## src/rtl/mul_div_unit.sv

```systemverilog
// Iterative RV32M multiply/divide unit: one shared shift engine, shift-add for
// multiply and restoring subtract for divide, with a single sign-fixup cycle.
module mul_div_unit #(
    parameter int DATAWIDTH = 32
) (
    input  logic                 clk,
    input  logic                 rst,
    input  logic                 start,
    input  logic [2:0]           op,
    input  logic [DATAWIDTH-1:0] src_a,
    input  logic [DATAWIDTH-1:0] src_b,
    output logic                 busy,
    output logic                 done,
    output logic [DATAWIDTH-1:0] result
);
    localparam int W  = DATAWIDTH;
    localparam int CW = $clog2(W);

    typedef enum logic [1:0] {IDLE, CALC, FIXUP} state_t;

    state_t         state, state_next;
    logic [2:0]     op_q;
    logic           neg_q;
    logic [CW-1:0]  cnt;
    logic [2*W-1:0] acc;
    logic [W-1:0]   x_q;   // multiplier (shifts right) or dividend (shifts left)
    logic [W-1:0]   y_q;   // multiplicand or divisor

    logic           is_div, signed_a, signed_b, sign_a, sign_b;
    logic           div_zero, div_ovf, special, neg_in;
    logic [W-1:0]   mag_a, mag_b;
    logic [2*W-1:0] special_acc;

    always_comb begin
        is_div      = op[2];
        signed_a    = (op == 3'b001) || (op == 3'b010) || (op == 3'b100) || (op == 3'b110);
        signed_b    = (op == 3'b001) || (op == 3'b100) || (op == 3'b110);
        sign_a      = signed_a & src_a[W-1];
        sign_b      = signed_b & src_b[W-1];
        mag_a       = sign_a ? -src_a : src_a;
        mag_b       = sign_b ? -src_b : src_b;
        div_zero    = is_div && (src_b == '0);
        div_ovf     = is_div && signed_b && (src_a == {1'b1, {(W-1){1'b0}}}) && (src_b == '1);
        special     = div_zero || div_ovf;
        // Rem takes the dividend's sign; mul and quotient take the XOR
        neg_in      = (is_div && op[1]) ? sign_a : (sign_a ^ sign_b);
        // Special results are preloaded as {rem, quot} so FIXUP selects them unchanged
        special_acc = div_zero ? {src_a, {W{1'b1}}}
                               : {{W{1'b0}}, 1'b1, {(W-1){1'b0}}};
    end

    // Engine step
    logic [W:0]     msum, dsh;
    logic [W-1:0]   ddiff;
    logic           borrow;
    logic [2*W-1:0] mul_next, div_next;

    always_comb begin
        msum     = {1'b0, acc[2*W-1:W]} + (x_q[0] ? {1'b0, y_q} : '0);
        mul_next = {msum, acc[W-1:1]};
        dsh      = {acc[2*W-1:W], x_q[W-1]};
        borrow   = ~dsh[W] & (dsh[W-1:0] < y_q);
        ddiff    = dsh[W-1:0] - y_q;
        div_next = {(borrow ? dsh[W-1:0] : ddiff), acc[W-2:0], ~borrow};
    end

    logic [2*W-1:0] prod;
    logic [W-1:0]   quot, rem, sel;

    always_comb begin
        prod = neg_q ? -acc : acc;
        quot = neg_q ? -acc[W-1:0] : acc[W-1:0];
        rem  = neg_q ? -acc[2*W-1:W] : acc[2*W-1:W];
        case (op_q)
            3'b000:                 sel = prod[W-1:0];
            3'b001, 3'b010, 3'b011: sel = prod[2*W-1:W];
            3'b100, 3'b101:         sel = quot;
            default:                sel = rem;
        endcase
    end

    always_comb begin
        state_next = state;
        case (state)
            IDLE:    if (start) state_next = special ? FIXUP : CALC;
            CALC:    if (cnt == CW'(W - 1)) state_next = FIXUP;
            FIXUP:   state_next = IDLE;
            default: state_next = IDLE;
        endcase
    end

    always_ff @(posedge clk) begin
        if (rst) state <= IDLE;
        else     state <= state_next;
    end

    assign busy = (state != IDLE);

    always_ff @(posedge clk) begin
        if (rst) begin
            op_q   <= '0;
            neg_q  <= 1'b0;
            cnt    <= '0;
            acc    <= '0;
            x_q    <= '0;
            y_q    <= '0;
            done   <= 1'b0;
            result <= '0;
        end else begin
            done <= 1'b0;
            case (state)
                IDLE: if (start) begin
                    op_q  <= op;
                    cnt   <= '0;
                    neg_q <= special ? 1'b0 : neg_in;
                    acc   <= special ? special_acc : '0;
                    x_q   <= is_div ? mag_a : mag_b;
                    y_q   <= is_div ? mag_b : mag_a;
                end
                CALC: begin
                    cnt <= cnt + 1'b1;
                    if (op_q[2]) begin
                        acc <= div_next;
                        x_q <= x_q << 1;
                    end else begin
                        acc <= mul_next;
                        x_q <= x_q >> 1;
                    end
                end
                FIXUP: begin
                    result <= sel;
                    done   <= 1'b1;
                end
                default: ;
            endcase
        end
    end
endmodule

```

## config.mk

```make
export PLATFORM = sky130hd
export DESIGN_NAME = mul_div_unit
export DESIGN_NICKNAME = d
export VERILOG_FILES = /design/src/rtl/mul_div_unit.sv
export SDC_FILE = /design/constraint.sdc
export NUM_CORES = 1
export LEC_CHECK = 0
export BUFFER_PORTS_ARGS = -buffer_cell sky130_fd_sc_hd__buf_2
export CORE_UTILIZATION = 50
export DETAILED_ROUTE_END_ITERATION = 6
export PLACE_DENSITY = 0.68
export SLEW_MARGIN = 0
export SYNTH_ARGS = -nofsm -noshare
export SYNTH_HDL_FRONTEND = slang
export SYNTH_SLANG_ARGS = --single-unit
```

## constraint.sdc

```tcl
create_clock -name clk -period 4.1 [get_ports clk]
set_input_delay 0.205 -clock clk [delete_from_list [all_inputs] [get_ports clk]]
set_output_delay 0.205 -clock clk [all_outputs]
set_load 0.01 [all_outputs]
```

# Word-level counts from Yosys, hierarchy flattened
# Cells that the tools add are included.
[classes] addsub=8 multipliers=0 n_div=0 magnitude_cmp=1 eq_ne=16 shift=0 n_mux=27 n_bitwise=6 n_reduce_logical=21
[ops] op="two-way mux 32 bit" n=10
[ops] op="two-way mux 64 bit" n=5
[ops] op="negation 32 bit" n=4
[ops] op="one-hot mux 64 bit (2 select lines)" n=1
[ops] op="one-hot mux 32 bit (3 select lines)" n=1
[ops] op="== test 32 bit, second input constant" n=2
[ops] op="negation 64 bit" n=1
[ops] op="one-hot mux 32 bit (2 select lines)" n=1
[ops] op="adder 32 x 32 -> 33 bit" n=1
[ops] op="logical NOT 32 bit" n=1
[ops] op="less-than comparator 32 bit" n=1
[ops] op="subtractor 32 bit" n=1
[ops] op="== test 3 bit, second input constant" n=4
[ops] op="one-hot mux 5 bit (2 select lines)" n=1
[ops] op="== test 3 x 2 -> 1 bit, second input constant" n=3
[ops] op="== test 3 x 1 -> 1 bit, second input constant" n=2
[ops] op="logical OR 1 bit" n=6
[ops] op="two-way mux 2 bit" n=3
[ops] op="AND reduction 2 bit" n=3
[ops] op="adder 5 x 1 -> 5 bit, second input constant" n=1
[ops] op="== test 5 bit, second input constant" n=1
[ops] op="logical AND 1 bit" n=5
[ops] op="two-way mux 5 bit" n=1
[ops] op="!= test 2 bit, second input constant" n=2
[ops] op="other kinds (12)" n=18
[totals] ff_bits=172 latch_bits=0 ramBits=0 romBits=0 word_cells=88 n_memories=0

# Logic depth before layout (Yosys ltp)
[depth] ltp_word=10 mapped_depth=14

# Least setup slack after synthesis
# OpenSTA, ideal clock, no wires.
[synth_path] kind="register to register" start="register acc[15]" end="register result[23]" arrival_ns=3.069 path_slack_ns=0.898 stages_incl_launch_ff=12 path_cell_list="dfxtp_1 buf_6 or4_4 or4_4 buf_6 or3_1 buf_2 or3_4 nand2_2 o22ai_1 a2111oi_2 nor4_1"
[synth_via] elab_chain_cells=3
[synth_lines] element="start, declared" line="25" rtl="logic [2*W-1:0] acc;"
[synth_lines] element="start signal, assigned" line="116" rtl="acc <= special ? special_acc : '0;"
[synth_lines] element="start signal, assigned" line="123" rtl="acc <= div_next;"
[synth_lines] element="start signal, assigned" line="126" rtl="acc <= mul_next;"
[synth_lines] element="negation 64 bit or negation 32 bit (tied branches)" line="71, 72"
[synth_lines] element="two-way mux 64 bit or two-way mux 32 bit (tied branches)" line="71, 72"
[synth_lines] element="one-hot mux 32 bit (3 select lines) *" line="74" rtl="case (op_q)"
[synth_lines] element="end signal, assigned" line="131" rtl="result <= sel;"
[synth_lines] element="end, declared" line="14" rtl="output logic [DATAWIDTH-1:0] result"
# Every way passes the cells marked *; elsewhere a longest branch is shown, timed or not.
# A chain may end at the register's enable or synchronous reset.

# Final worst setup path
[layout_path] start="register acc[48]" end="register acc[38]"
[layout_via] elab_chain_cells=5
[layout_lines] element="less-than comparator 32 bit" line="62" rtl="borrow = ~dsh[W] & (dsh[W-1:0] < y_q);"
[layout_lines] element="AND 1 bit" line="62"
[layout_lines] element="two-way mux 32 bit" line="64" rtl="div_next = {(borrow ? dsh[W-1:0] : ddiff), acc[W-2:0], ~borrow};"
[layout_lines] element="two-way mux 64 bit" line="122" rtl="if (op_q[2]) begin"
[layout_lines] element="one-hot mux 64 bit (2 select lines)" line="111" rtl="case (state)"
# Every way passes these cells.

==> results.py <==
metrics = {
    "synth": {
        "synth_cells": 2272,
        "yosys.area.top_type": "dfxtp_1",
        "synthAdderAreaFrac": 0.0574,
        "synth-edff-count": 0,
        "synth_cell_types": 76,
        "syn-num-nets": 2415,
        "yosysSeqAreaShare": 0.213,
        "synth-compound-area-share": 0.287,
        "synth.mux.area_fraction": 0.0624,
        "synth_top_family_by_area": "compound AO/OA/AOI/OAI gates",
        "yosys.area_share.simple": 0.226,
        "synth.most_common_cell": "nor2_1",
        "synth_top_area_frac": 0.213,
        "ys_top_cells_by_area": "dfxtp_1 (21%), a21oi_1 (7.4%), nor2_1 (5.9%)",
        "synth_xor_area_frac": 0.0953,
        "ys_seq_elements": 172,
        "synth_commonest_cells": "nor2_1 (256), a21oi_1 (239), nand2_1 (213)",
        "ys.flop_type": "dfxtp_1",
        "synth_area_mm2": 0.0162,
        "yosys_warnings": 0,
        "ys_async_sr_fraction": 0,
        "synth_area_per_cell_um2": 7.12,
    },
    "pwr": {
        "powerDensity_mw_per_mm2": 336,
        "power_switching_mw": 2.41,
        "power.internal_mw": 3.47,
        "swShare": 0.409,
        "p_total_mw": 5.88,
        "power.leakage_nw": 6.86,
        "p_comb_frac": 0.396,
        "power_frac_seq": 0.331,
        "clockPowerShare": 0.273,
        "vdd_drop_max_uv": 310,
    },
    "min_path": {
        "worstHoldPathType": "in -> reg",
        "hold_depth": 3,
        "min_to": "op_q[1]$_SDFFE_PP0P_",
        "min_from": "op[1]",
    },
    "grt": {
        "grt_pass1_wl_mm": 95.2,
        "grt_use_total": 0.375,
        "grt_antenna_before_repair": 5,
        "grt_start_max_net_pins": 108,
        "overflow": 0,
        "grt_pass1_vias": 15900,
    },
    "routing": {
        "wire_per_inst_um": 23.3,
        "wl_mm": 62.6,
        "initialDrtViolationCount": 2042,
        "vias": 17500,
        "via_per_inst": 6.51,
        "dr.pass1.iters": 5,
        "drtAntennaViolNets": 0,
        "post-route-drc-count": 0,
    },
    "placed_design": {
        "post-place-cells": 2650,
        "port_buffers": 103,
        "gp_congestion": 0.971,
        "pre_cts_slack_ns": 0.355,
        "placed_area_mm2": 0.0170,
        "dp_hpwl_mm": 47.4,
    },
    "final_layout": {
        "drive_gt1_frac": 0.107,
        "nFillCells": 3183,
        "stdcell_area_mm2": 0.0175,
        "syn2layout_area_growth_pct": 8.32,
        "fin_cells": 2683,
        "postLayoutCoreUtil": 0.553,
        "final_net_count": 2410,
    },
    "clock_tree": {
        "cts.sinks": 172,
        "worstSkewPairLatency_ns": 0.46,
        "cts_tree": "yes",
        "ctsHoldBuffers": 0,
        "clockBufferDepth": 2,
        "cts_resized": 0,
        "clockRootBuffer": "clkbuf_16",
        "cts_made_buffers": 17,
        "ctsHtreeMaxLevel": 4,
        "post_cts_buffers": 0,
        "path_clk_slew_ns": 0.07,
    },
    "floorplan": {
        "row_count": 65,
        "core_area_mm2": 0.0317,
        "die_x_um": 182,
        "dieArea_mm2": 0.0331,
        "die_h_um": 182,
        "start_util": 0.510,
        "ioPinCount": 104,
    },
    "sta": {
        "period_needed_ns": 3.85,
        "slew_violations": 0,
        "finalHoldViolCount": 0,
        "max_freq_mhz": 260,
        "setup_slack_ns": 0.247,
        "setup_viol": 0,
        "hold_ws_ns": 0.0310,
        "finalCritPeriodShare": 0.940,
        "relSlewSlack": 0.223,
        "finalSetupTns_ns": 0,
        "rsz0062_at_grt": "false",
        "fin_worst_skew_ns": 0.0121,
        "worst_slew_pin_slew_ns": 1.16,
    },
    "job": {
        "maxCapViolCount": 0,
    },
    "critical_path": {
        "r2r_cells": 11,
        "r2r-end": "acc[38]$_SDFFE_PP0P_",
        "rrSetupSlack_ns": 0.25,
        "worstPathArrival_ns": 4.15,
        "cp_max_fo": 33,
        "reg2reg_from": "acc[48]$_SDFFE_PP0P_",
        "required_ns": 4.40,
        "criticalPathCategory": "reg -> reg",
        "end_kind": "flip-flop",
        "cp-start-kind": "flip-flop",
    },
    "status": {
        "status": "finished, final reports clean",
    },
}
[cell usage in the layout, fill, tap and decap left out, types with 12 or more instances in the layout]
master and instances:
a211oi_1 68, a21o_1 33, a21oi_1 239, a221oi_1 28, a311oi_1 13, a31oi_1 19
and2_1 43, buf_2 102, buf_4 49, clkbuf_16 17, dfxtp_1 170, ha_1 71
inv_1 69, mux2_2 15, mux2i_1 84, nand2_1 213, nand2b_1 13, nand3_1 25
nand4_1 24, nor2_1 255, nor3_1 76, nor4_1 22, o211ai_1 28, o21a_1 16
o21ai_0 131, o21bai_1 12, o221ai_1 13, o22ai_1 21, o31ai_1 27, o41ai_1 12
or2_2 12, or3_1 26, or4_1 16, xnor2_1 90, xor2_1 86
[worst max-delay path: stages, from the launching register on]
cell	delay, ns
dfxtp_1	0.65
ha_1	0.41
a21oi_1	0.34
o211ai_1	0.17
a211oi_1	0.33
nor2_1	0.13
a2111o_1	0.33
nand2_1	0.31
buf_12	0.26
mux2_2	0.37
a221oi_1	0.27
a211oi_1	0.09
[layer usage]
layer,vias to the layer above,wire length (um),global-route usage
li1,8220,-,-
met1,8280,27900,0.529
met2,854,27000,0.572
met3,104,5960,0.0708
met4,2,1740,0.119
met5,-,13,0
[worst max path at each step]
stage	depth (start not counted)	startpoint	slack, ns	endpoint
after CTS	12	acc[32]$_SDFFE_PP0P_	0.33	acc[58]$_SDFFE_PP0P_
final	11	acc[48]$_SDFFE_PP0P_	0.25	acc[38]$_SDFFE_PP0P_
after global routing	11	acc[48]$_SDFFE_PP0P_	0.07	acc[38]$_SDFFE_PP0P_
after floorplan	11	acc[15]$_SDFFE_PP0P_	0.90	result[23]$_SDFFE_PP0P_
after global placement	11	acc[48]$_SDFFE_PP0P_	0.41	acc[35]$_SDFFE_PP0P_
after detailed placement	12	acc[32]$_SDFFE_PP0P_	0.36	acc[58]$_SDFFE_PP0P_
[sequential cells by signal, indices dropped and copies added (netlist names)]
register and count:
acc 64, cnt 5, done 1, neg_q 1, op_q 3, result 32, state 2, x_q 32
y_q 32
[kinds of logic after synthesis]
logic type,after synthesis
XOR/XNOR,176
adder cells (fa/ha/maj),73
flip-flops,172
AO/OA/AOI/OAI,725
AND/OR/NAND/NOR,778
multiplexers,99
buffers and inverters,249
[area by class of cell]
cell class,instances,area (um^2),share of cell area
multi-input cells,1851,11800,0.674
flip-flops and latches,172,3450,0.197
repair buffers,155,950,0.0542
well taps,402,503,0.0287
clock buffers,18,429,0.0245
inverters,70,263,0.0150
clock inverters,12,116,0.00664
diodes,3,7.51,0.000428
[power groups by stage]
stage,clock network [mW],logic (mW),registers (mW)
after CTS,1.62,2.27,1.94
after global placement,0,2.24,1.97
after global routing,1.69,2.52,1.95
final,1.61,2.33,1.95
after floorplan,0,1.62,1.89
after detailed placement,0,2.26,1.97
Power figures use the tool's default switching activity.
